--- src/rtl/axi_lite_cmd_master.sv ---
// Single-outstanding AXI4-Lite master: turns a one-shot command handshake
// into one AXI4-Lite write or read and returns the response on a response
// handshake. Used to load Num1/Num2 into the adder slave and fetch the sum.
module axi_lite_cmd_master #(
  parameter int ADDR_W      = 32,
  parameter int STALL_LIMIT = 255
) (
  input  logic              M_AXI_ACLK,
  input  logic              M_AXI_ARESET,
  // command side
  input  logic              cmd_valid,
  output logic              cmd_ready,
  input  logic              cmd_write,
  input  logic [ADDR_W-1:0] cmd_addr,
  input  logic [31:0]       cmd_wdata,
  input  logic [3:0]        cmd_wstrb,
  // response side
  output logic              rsp_valid,
  input  logic              rsp_ready,
  output logic [31:0]       rsp_rdata,
  output logic [1:0]        rsp_resp,
  output logic              m_stall,
  // write address / data / response channels
  output logic [ADDR_W-1:0] M_AXI_AWADDR,
  output logic              M_AXI_AWVALID,
  input  logic              M_AXI_AWREADY,
  output logic [31:0]       M_AXI_WDATA,
  output logic [3:0]        M_AXI_WSTRB,
  output logic              M_AXI_WVALID,
  input  logic              M_AXI_WREADY,
  input  logic [1:0]        M_AXI_BRESP,
  input  logic              M_AXI_BVALID,
  output logic              M_AXI_BREADY,
  // read address / data channels
  output logic [ADDR_W-1:0] M_AXI_ARADDR,
  output logic              M_AXI_ARVALID,
  input  logic              M_AXI_ARREADY,
  input  logic [31:0]       M_AXI_RDATA,
  input  logic [1:0]        M_AXI_RRESP,
  input  logic              M_AXI_RVALID,
  output logic              M_AXI_RREADY
);

  localparam logic [2:0] S_IDLE       = 3'd0;
  localparam logic [2:0] S_WADDR_DATA = 3'd1;
  localparam logic [2:0] S_WRESP      = 3'd2;
  localparam logic [2:0] S_RADDR      = 3'd3;
  localparam logic [2:0] S_RDATA      = 3'd4;
  localparam logic [2:0] S_RESP       = 3'd5;

  logic [2:0]        state_q,   state_d;
  logic              run_q;
  logic [ADDR_W-1:0] addr_q,    addr_d;
  logic [31:0]       wdata_q,   wdata_d;
  logic [3:0]        wstrb_q,   wstrb_d;
  logic              awvalid_q, awvalid_d;
  logic              wvalid_q,  wvalid_d;
  logic              arvalid_q, arvalid_d;
  logic              bready_q,  bready_d;
  logic              rready_q,  rready_d;
  logic              rspv_q,    rspv_d;
  logic [31:0]       rdata_q,   rdata_d;
  logic [1:0]        resp_q,    resp_d;
  logic [15:0]       stall_q,   stall_d;
  logic              waiting;

  // run_q holds cmd_ready low while reset is asserted and for no longer:
  // it rises on the first edge after release.
  always_ff @(posedge M_AXI_ACLK or posedge M_AXI_ARESET) begin
    if (M_AXI_ARESET) run_q <= 1'b0;
    else              run_q <= 1'b1;
  end

  assign cmd_ready = run_q && (state_q == S_IDLE);

  // Next-state, channel handshakes and response capture.
  always_comb begin
    state_d   = state_q;
    addr_d    = addr_q;
    wdata_d   = wdata_q;
    wstrb_d   = wstrb_q;
    awvalid_d = awvalid_q;
    wvalid_d  = wvalid_q;
    arvalid_d = arvalid_q;
    bready_d  = bready_q;
    rready_d  = rready_q;
    rspv_d    = rspv_q;
    rdata_d   = rdata_q;
    resp_d    = resp_q;
    case (state_q)
      S_IDLE: begin
        if (cmd_valid && cmd_ready) begin
          addr_d  = cmd_addr;
          wdata_d = cmd_wdata;
          wstrb_d = cmd_wstrb;
          if (cmd_write) begin
            state_d   = S_WADDR_DATA;
            awvalid_d = 1'b1;
            wvalid_d  = 1'b1;
          end else begin
            state_d   = S_RADDR;
            arvalid_d = 1'b1;
          end
        end
      end
      S_WADDR_DATA: begin
        // AW and W retire independently; leave once both have been taken.
        if (awvalid_q && M_AXI_AWREADY) awvalid_d = 1'b0;
        if (wvalid_q && M_AXI_WREADY)   wvalid_d  = 1'b0;
        if (!awvalid_d && !wvalid_d) begin
          state_d  = S_WRESP;
          bready_d = 1'b1;
        end
      end
      S_WRESP: begin
        if (bready_q && M_AXI_BVALID) begin
          resp_d   = M_AXI_BRESP;
          rdata_d  = '0;
          bready_d = 1'b0;
          rspv_d   = 1'b1;
          state_d  = S_RESP;
        end
      end
      S_RADDR: begin
        if (M_AXI_ARREADY) begin
          arvalid_d = 1'b0;
          rready_d  = 1'b1;
          state_d   = S_RDATA;
        end
      end
      S_RDATA: begin
        if (rready_q && M_AXI_RVALID) begin
          resp_d   = M_AXI_RRESP;
          rdata_d  = M_AXI_RDATA;
          rready_d = 1'b0;
          rspv_d   = 1'b1;
          state_d  = S_RESP;
        end
      end
      S_RESP: begin
        if (rsp_ready) begin
          rspv_d  = 1'b0;
          state_d = S_IDLE;
        end
      end
      default: state_d = S_IDLE;
    endcase
  end

  // Stall counter restarts on every state change and saturates at all-ones.
  always_comb begin
    if (state_d != state_q)  stall_d = '0;
    else if (stall_q != '1)  stall_d = stall_q + 16'd1;
    else                     stall_d = stall_q;
  end

  // State and registered outputs.
  always_ff @(posedge M_AXI_ACLK or posedge M_AXI_ARESET) begin
    if (M_AXI_ARESET) begin
      state_q   <= S_IDLE;
      addr_q    <= '0;
      wdata_q   <= '0;
      wstrb_q   <= '0;
      awvalid_q <= 1'b0;
      wvalid_q  <= 1'b0;
      arvalid_q <= 1'b0;
      bready_q  <= 1'b0;
      rready_q  <= 1'b0;
      rspv_q    <= 1'b0;
      rdata_q   <= '0;
      resp_q    <= '0;
      stall_q   <= '0;
    end else begin
      state_q   <= state_d;
      addr_q    <= addr_d;
      wdata_q   <= wdata_d;
      wstrb_q   <= wstrb_d;
      awvalid_q <= awvalid_d;
      wvalid_q  <= wvalid_d;
      arvalid_q <= arvalid_d;
      bready_q  <= bready_d;
      rready_q  <= rready_d;
      rspv_q    <= rspv_d;
      rdata_q   <= rdata_d;
      resp_q    <= resp_d;
      stall_q   <= stall_d;
    end
  end

  assign waiting = (state_q == S_WADDR_DATA) || (state_q == S_WRESP) ||
                   (state_q == S_RADDR)      || (state_q == S_RDATA);
  assign m_stall = waiting && ({16'd0, stall_q} > 32'(STALL_LIMIT));

  assign M_AXI_AWADDR  = addr_q;
  assign M_AXI_ARADDR  = addr_q;
  assign M_AXI_WDATA   = wdata_q;
  assign M_AXI_WSTRB   = wstrb_q;
  assign M_AXI_AWVALID = awvalid_q;
  assign M_AXI_WVALID  = wvalid_q;
  assign M_AXI_ARVALID = arvalid_q;
  assign M_AXI_BREADY  = bready_q;
  assign M_AXI_RREADY  = rready_q;
  assign rsp_valid     = rspv_q;
  assign rsp_rdata     = rdata_q;
  assign rsp_resp      = resp_q;

endmodule

--- config.mk ---
export PLATFORM = sky130hd
export DESIGN_NAME = axi_lite_cmd_master
export DESIGN_NICKNAME = d
export VERILOG_FILES = /design/src/rtl/axi_lite_cmd_master.sv
export SDC_FILE = /design/constraint.sdc
export NUM_CORES = 1
export LEC_CHECK = 0
export ABC_AREA = 1
export CORE_MARGIN = 4
export CORE_UTILIZATION = 35
export CTS_BUF_LIST = sky130_fd_sc_hd__clkbuf_8
export DETAILED_ROUTE_END_ITERATION = 16
export PLACE_DENSITY = 0.76
export SLEW_MARGIN = 20
export SYNTH_ARGS = -nofsm -noshare
export SYNTH_HDL_FRONTEND = slang
export SYNTH_SLANG_ARGS = --single-unit
--- constraint.sdc ---
create_clock -name M_AXI_ACLK -period 6.5 [get_ports M_AXI_ACLK]
set_input_delay 1.625 -clock M_AXI_ACLK [delete_from_list [all_inputs] [get_ports M_AXI_ACLK]]
set_output_delay 1.625 -clock M_AXI_ACLK [all_outputs]
set_load 0.02 [all_outputs]
; ---- Word level (Yosys, flattened, before mapping)
; Cells that the tools add are included.
[totals]
reg_bits = 128
elab_cells = 97
in_bits = 114
[classes]
add_sub_neg = 1
reduce_logical = 28
eq_ne = 15
mux = 38
order_cmp = 1
[op_table]
columns = op, count
row1 = $mux 32, 2
row2 = $pmux 32 s2, 1
row3 = $mux 16, 2
row4 = $mux 3, 6
row5 = $pmux 3 s6, 1
row6 = $add 16x1->16 const B, 1
row7 = $gt 16x8->1 const B, 1
row8 = $mux 1, 16
row9 = $ne 16x16->1 const B, 1
row10 = $ne 2x2->1 const B, 7
row11 = $reduce_and 3->1, 4
row12 = $reduce_bool 2->1, 6
row13 = $pmux 1 s2, 5
row14 = $logic_and 1x1->1, 8
row15 = $reduce_and 4->1, 2
row16 = $eq 3x2->1 const B, 2
row17 = $eq 3x3->1 const B, 2
row18 = $mux 2, 3
row19 = $pmux 2 s2, 1
row20 = $eq 3x1->1 const B, 1
row21 = $logic_not 3->1, 1
row22 = $logic_or 1x1->1, 3
row23 = $ne 3x3->1, 1
row24 = $pmux 1 s3, 1
row25 = 4 further kinds, 5

; ---- Depth between registers and ports, before layout
; Gate-level depths: netlist of the first run.
[depth]
ltp_word = 9
depth_mapped = 13

; ---- Worst setup path before layout of the first run
; No wires, ideal clock.
[synth_path]
path_kind = reg-to-output
from = register state_q[0]
to = output m_stall
n_path_buf = 0
slack_ns = 3.624
required_ns = 4.875
t_arrival_ns = 1.251
stages_incl_launch_ff = 6
cell_sequence = dfrtp_1 -> nor2_4 -> nand2_1 -> clkinv_1 -> nor2_1 -> a21oi_1
[synth_between]
elab_chain_cells = 5
[synth_lines]
columns = element, line
row1 = start: declaration, 51  ; logic [2:0] state_q, state_d;
row2 = start signal: assignment, 174  ; state_q <= state_d;
row3 = $eq 3x1->1 or $eq 3x2->1 (tied branches), 190  ; assign waiting = (state_q == S_WADDR_DATA) || (state_q == S_WRESP) ||
row4 = $logic_or 1x1->1 (2 in a row), 190
row5 = $logic_or 1x1->1 *, 191  ; (state_q == S_RADDR) || (state_q == S_RDATA);
row6 = $logic_and 1x1->1 *, 192  ; assign m_stall = waiting && ({16'd0, stall_q} > 32'(STALL_LIMIT));
row7 = end: declaration, 22  ; output logic m_stall,
; Mark *: on every way between the ends. The rest lies on a longest branch, timed or not.

; ---- Final worst setup path of the first run
; Same ends and word-level chain as after synthesis.

==> results of run 1 <==
[logic make-up (layout without fill, tap and decap cells)]
kind of cell               after synthesis  after routing  share of synthesized area
and+or+nand+nor                        430            430                      0.327
DFF                                    128            128                      0.556
buffers and inverters                  102            333                     0.0912
AOI/OAI and AO/OA                       20             20                     0.0200
xor gates and xnor gates                 2              2                    0.00304
adders and majority gates                1              1                    0.00217
other                                    1              1                   0.000651
[worst paths after layout]
check                                           start                     endpoint  slack (ns)
min in group asynchronous                M_AXI_ARESET  M_AXI_WDATA[14]$_DFFE_PP0P_        1.41
min                        M_AXI_WDATA[2]$_DFFE_PP0P_   M_AXI_WDATA[2]$_DFFE_PP0P_        0.48
max                              state_q[0]$_DFF_PP0_                      m_stall        2.24
max reg2reg                      state_q[2]$_DFF_PP0_  M_AXI_WDATA[13]$_DFFE_PP0P_        3.93
min reg2reg                M_AXI_WDATA[2]$_DFFE_PP0P_   M_AXI_WDATA[2]$_DFFE_PP0P_        0.48
max in group asynchronous                M_AXI_ARESET       stall_q[6]$_DFFE_PP0P_        4.08
[worst min-delay path: cells and delay by family, from the launching register on]
family / cells / cell delay (ns)
AND/OR/NAND/NOR: 2 / 0.11
flip-flops: 1 / 0.35
[cells in the mapped netlist]
library cell  number  area, sq um
xnor2_1            1         8.76
nand4_1            8         50.1
nand2_2            2         12.5
nand2_1          291         1090
nor2_2             4         25.0
nand3_2            2         20.0
nor4_1             2         12.5
a31o_2             1         8.76
a41o_1             1         10.0
nand3_1           78          390
nand3_4            1         17.5
o21a_1             1         7.51
clkinv_1           1         3.75
and3_1             1         6.26
nor2_4            11          124
dfrtp_1          128         3200
xor2_1             1         8.76
inv_2              5         18.8
a21oi_1            5         25.0
ha_1               1         12.5
nand4_4            1         21.3
buf_2              6         30.0
o21ai_0            9         45.0
conb_1             1         3.75
inv_1             35          131
a31oi_1            3         18.8
nor3_1             2         10.0
buf_4             33          248
nor2_1            27          101
buf_8              1         15.0
buf_1              3         11.3
clkbuf_1          18         67.6
[flip-flops by register name, indices dropped and copies added (netlist names), 2 cells and up]
signal and cells:
state_q 3, stall_q 16, rsp_rdata 32, M_AXI_WSTRB 4, M_AXI_ARADDR 32, rsp_resp 2
M_AXI_WDATA 32
[power by group through the flow]
stage	clock network [mW]	logic, mW	registers, mW
after CTS	0.707	2.06	1.35
after floorplan	0	0.813	1.68
final	0.690	2.03	1.34
after detailed placement	0	2.06	1.35
after global routing	0.745	2.19	1.39
after global placement	0	2.03	1.35
[area by class of cell]
class | instances | area [sq um] | area share
clock buffer | 17 | 234 | 0.0271
clock inverter | 15 | 160 | 0.0185
inverter | 41 | 156 | 0.0181
multi-input combinational | 454 | 2030 | 0.235
sequential | 128 | 3200 | 0.370
tap | 216 | 270 | 0.0312
timing repair buffer | 260 | 2590 | 0.299
[layer usage]
layer,track usage,share of wire
met4,0.0493,0.013
met1,0.225,0.41
met5,0,0
met2,0.297,0.49
met3,0.0818,0.090
[metrics by stage]
| step | utilization | cells | hold WS [ns] |
|---|---|---|---|
| after floorplan | - | 684 | 0.543 |
| after global placement | 0.516 | 1099 | 0.462 |
| after detailed placement | 0.516 | 1099 | 0.464 |
| after CTS | 0.540 | 1131 | 0.483 |
| after global routing | 0.541 | 1131 | 0.496 |
| final | 0.541 | 1131 | 0.484 |
==> run_results.csv, run 1 <==
group,metric,value,unit
routing,first_pass_iters,5,
power_and_ir_drop,vdd_ir_drop_max,0.303,mV
setup_path,cp_slowest_stage_delay,0.65,ns
setup_path,cp.depth,7,
clocking,root_buffer,"clkbuf_8",
flow_run,cap_violations,0,
die,die_y,136,um
clocking,numCtsBuffers,17,
placement,dp.final_hpwl,11900,um
worst_hold_path,holdPathStages,2,
routing,drc_errors,0,
die,fp.dieW,136,um
power_and_ir_drop,power.net_switching,1.69,mW
grt,track_usage,0.184,
clocking,cts_buffer_depth,2,
synth,synth_cell_types,32,
finish,layout_commonest_cell,"nand2_1",
grt,grt_max_degree,72,
setup_path,crit_required,4.88,ns
finish,syn2layout_area_growth,50.1,%
sta,worst_slack,2.24,ns
sta,slew_violations,0,
setup_path,critical_path_buf_inv_count,3,
setup_path,critical_path_class,"reg -> out",
clocking,cts_setup_buffers,0,
clocking,ctsHtreeMaxLevel,4,
finish,drive_above_1_share,0.0710,
clocking,cts_tree,"built",
power_and_ir_drop,power_frac_seq,0.330,
die,initial_core_util,0.360,
placement,pre_cts_ws,2.22,ns
clocking,postCtsHoldBufs,0,
die,dieArea,18600,sq um
setup_path,cp_data_arrival_time,2.64,ns
routing,routed_wirelength,16700,um
finish,final_cell_mix,"nand2_1, clkdlybuf4s50_1, dfrtp_1",
power_and_ir_drop,pwr-share-comb,0.500,
setup_path,critPathLaunchType,"flop",
finish,nFillCells,1485,
grt,antenna_found_initial,0,
sta,hold_violations,0,
routing,drtAntennaViolNets,0,
placement,gp_congestion,0.779,
synth,netlist_area,5760,sq um
run_status,status,"completed",
routing,wl_per_cell,14.8,um
setup_path,rr_worst_depth,7,
power_and_ir_drop,leakagePower,4.16,nW
power_and_ir_drop,power.total,4.06,mW
setup_path,critical-path-top-delay-family,"buffers and inverters",
synth,synthCells,684,
sta,setup-tns-final,0,ns
worst_hold_path,hp-class,"reg -> reg",
sta,slew-limit-headroom,0.467,
power_and_ir_drop,p_sw_frac,0.415,
setup_path,cp-end-kind,"output pin",
setup_path,worst-path-max-fanout,35,
sta,rsz0062_at_grt,"false",
finish,final_cell_area,8650,sq um
die,io_pins,256,
setup_path,crit_slowest_cell,"clkdlybuf4s50_1",
routing,vias,5161,
placement,portBuffers,255,
sta,fmaxAchievable,235,MHz
grt,grt_pass1_wl,26800,um
clocking,clkLatencyLatePin,0.44,ns
synth,avgSynthCellArea,8.42,sq um
routing,drtIter0Drc,252,
die,std_cell_rows,46,
sta,fin_skew,0.0135,ns
synth,yosys_warnings,0,
finish,diodes,0,
placement,placed_area,8250,sq um
sta,min_period_over_period,0.656,
die,coreArea,16000,sq um
finish,fin_nets,1017,
power_and_ir_drop,power_density,470,nW/um^2
grt,grt_overflow_total,0,
sta,tightest_slew,0.800,ns
routing,vias_per_cell,4.56,
grt,grt_pass1_vias,5225,
sta,final-setup-viol-count,0,
power_and_ir_drop,pwr-share-clk,0.170,
synth,synth_seq_area_share,0.556,
setup_path,cp_cell_sequence,"nor2_4 > nand2_1 > clkinv_1 > buf_4 > nor2_1 > a21oi_1 > clkdlybuf4s50_1",
synth,syn-num-nets,799,
clocking,cts-resized-gates,0,
sta,period_needed,4.26,ns
clocking,clk_pin_slew,0.08,ns
clocking,clock-sinks,128,
synth,ys_ff_latch,128,
power_and_ir_drop,p_int,2.37,mW
Power figures use the tool's default switching activity.
==> run 2, diff against run 1 <==
Clock period 6.5 ns to 4.2 ns, I/O delays scaled along.
==> run 2 against run 1 <==
Compared with the run above:
- routed wire length up 2.0%
- global-route usage about the same
- cell count up 0.27%
- critical endpoint unchanged
- largest cell class unchanged
- utilization up 0.49 points
- highest routed layer is now met5
==> run_results.csv, run 2 (synthesis gave the netlist of run 1 again) <==
group,metric,value,unit
run_status,status,"completed",
clocking,postCtsHoldBufs,0,
finish,final_cell_mix,"nand2_1, clkdlybuf4s50_1, dfrtp_1",
die,std_cell_rows,46,
setup_path,cp_slowest_stage_delay,0.62,ns
die,io_pins,256,
routing,drtIter0Drc,306,
grt,grt_pass1_wl,26900,um
clocking,clkLatencyLatePin,0.43,ns
sta,fin_skew,0.0160,ns
sta,rsz0062_at_grt,"false",
finish,syn2layout_area_growth,51.5,%
flow_run,cap_violations,0,
die,coreArea,16000,sq um
finish,fin_nets,1020,
clocking,root_buffer,"clkbuf_8",
sta,tightest_slew,0.810,ns
placement,portBuffers,255,
grt,grt_max_degree,70,
clocking,clock-sinks,128,
routing,vias,5248,
grt,grt_pass1_vias,5322,
clocking,numCtsBuffers,17,
finish,nFillCells,1496,
setup_path,crit_required,3.15,ns
sta,period_needed,3.58,ns
clocking,clk_pin_slew,0.08,ns
power_and_ir_drop,leakagePower,4.20,nW
clocking,cts_buffer_depth,2,
power_and_ir_drop,power_density,728,nW/um^2
clocking,cts-resized-gates,0,
grt,antenna_found_initial,2,
setup_path,critical_path_buf_inv_count,3,
routing,drc_errors,0,
routing,vias_per_cell,4.63,
finish,layout_commonest_cell,"nand2_1",
setup_path,worst-path-max-fanout,35,
die,die_y,136,um
setup_path,critPathLaunchType,"flop",
setup_path,critical-path-top-delay-family,"buffers and inverters",
routing,first_pass_iters,4,
grt,grt_overflow_total,0,
placement,dp.final_hpwl,12300,um
sta,final-setup-viol-count,0,
die,dieArea,18600,sq um
setup_path,cp_data_arrival_time,2.53,ns
setup_path,cp-end-kind,"output pin",
sta,setup-tns-final,0,ns
sta,hold_violations,0,
power_and_ir_drop,power.total,6.35,mW
sta,min_period_over_period,0.853,
die,fp.dieW,136,um
sta,slew_violations,0,
setup_path,cp_cell_sequence,"nor2_4 > nand2_1 > clkinv_1 > buf_4 > nor2_1 > a21oi_1 > clkdlybuf4s50_1",
grt,track_usage,0.185,
clocking,cts_tree,"built",
sta,slew-limit-headroom,0.459,
setup_path,critical_path_class,"reg -> out",
placement,gp_congestion,0.802,
routing,wl_per_cell,15.1,um
clocking,cts_setup_buffers,0,
die,initial_core_util,0.360,
clocking,ctsHtreeMaxLevel,4,
routing,drtAntennaViolNets,0,
setup_path,crit_slowest_cell,"clkdlybuf4s50_1",
power_and_ir_drop,vdd_ir_drop_max,0.416,mV
sta,fmaxAchievable,279,MHz
worst_hold_path,hp-class,"reg -> reg",
finish,drive_above_1_share,0.0709,
routing,routed_wirelength,17100,um
-- run 2: changes by cell type in the layout (fill, tap and decap cells not counted), sizes merged --
cell and change:
buf +3, bufinv +1, clkbuf +1, clkinv +1
clkinvlp -2, diode +1, inv -2
-- run 2: through the flow --
stage          utilization  cell area, sq um  instances  setup slack [ns]  hold WS (ns)
2_1_floorplan            -              5760        684              1.57         0.543
3_3_place_gp         0.520              8310       1102              1.08         0.462
3_5_place_dp         0.520              8310       1102              1.06         0.464
4_1_cts              0.545              8720       1133             0.600         0.485
5_1_grt              0.545              8730       1134             0.460         0.506
6_report             0.545              8730       1134             0.619         0.479
-- run 2: worst min-delay path, cell delays in order (launching register included) --
cell and delay (ns):
dfrtp_1 0.35, nand2_1 0.05, nand2_1 0.05
-- run 2: metal layers --
metal	vias up	share of wire	global-route usage
li1	2551	-	-
met1	2484	0.40	0.220
met2	192	0.49	0.305
met3	19	0.090	0.0748
met4	2	0.016	0.0588
met5	-	0.00076	0
-- run 2: where the power goes --
group	internal (mW)	total (mW)	switching [mW]
sequential	1.72	2.07	0.349
clock	0.603	1.10	0.502
combinational	1.43	3.18	1.74
total	3.76	6.35	2.59
-- run 2: worst paths after layout --
check / depth (start not counted) / slack, ns / startpoint / endpoint
setup / recovery: 7 / 0.62 / state_q[0]$_DFF_PP0_ / m_stall
hold / removal: 2 / 0.48 / M_AXI_WDATA[31]$_DFFE_PP0P_ / M_AXI_WDATA[31]$_DFFE_PP0P_
setup reg to reg: 7 / 1.88 / state_q[2]$_DFF_PP0_ / M_AXI_AWVALID$_DFFE_PP0P_
hold reg to reg: 2 / 0.48 / M_AXI_WDATA[31]$_DFFE_PP0P_ / M_AXI_WDATA[31]$_DFFE_PP0P_
max in group asynchronous: 3 / 2.36 / M_AXI_ARESET / M_AXI_WDATA[18]$_DFFE_PP0P_
min in group asynchronous: 2 / 1.12 / M_AXI_ARESET / rsp_rdata[4]$_DFFE_PP0P_
-- run 2: layout make-up --
class	count	area [sq um]	area share
sequential	128	3200	0.367
timing repair buffer	263	2650	0.304
multi-input combinational	454	2030	0.233
tap	216	270	0.0310
clock buffer	18	248	0.0284
clock inverter	13	164	0.0188
inverter	41	158	0.0181
antenna	1	2.50	0.000287
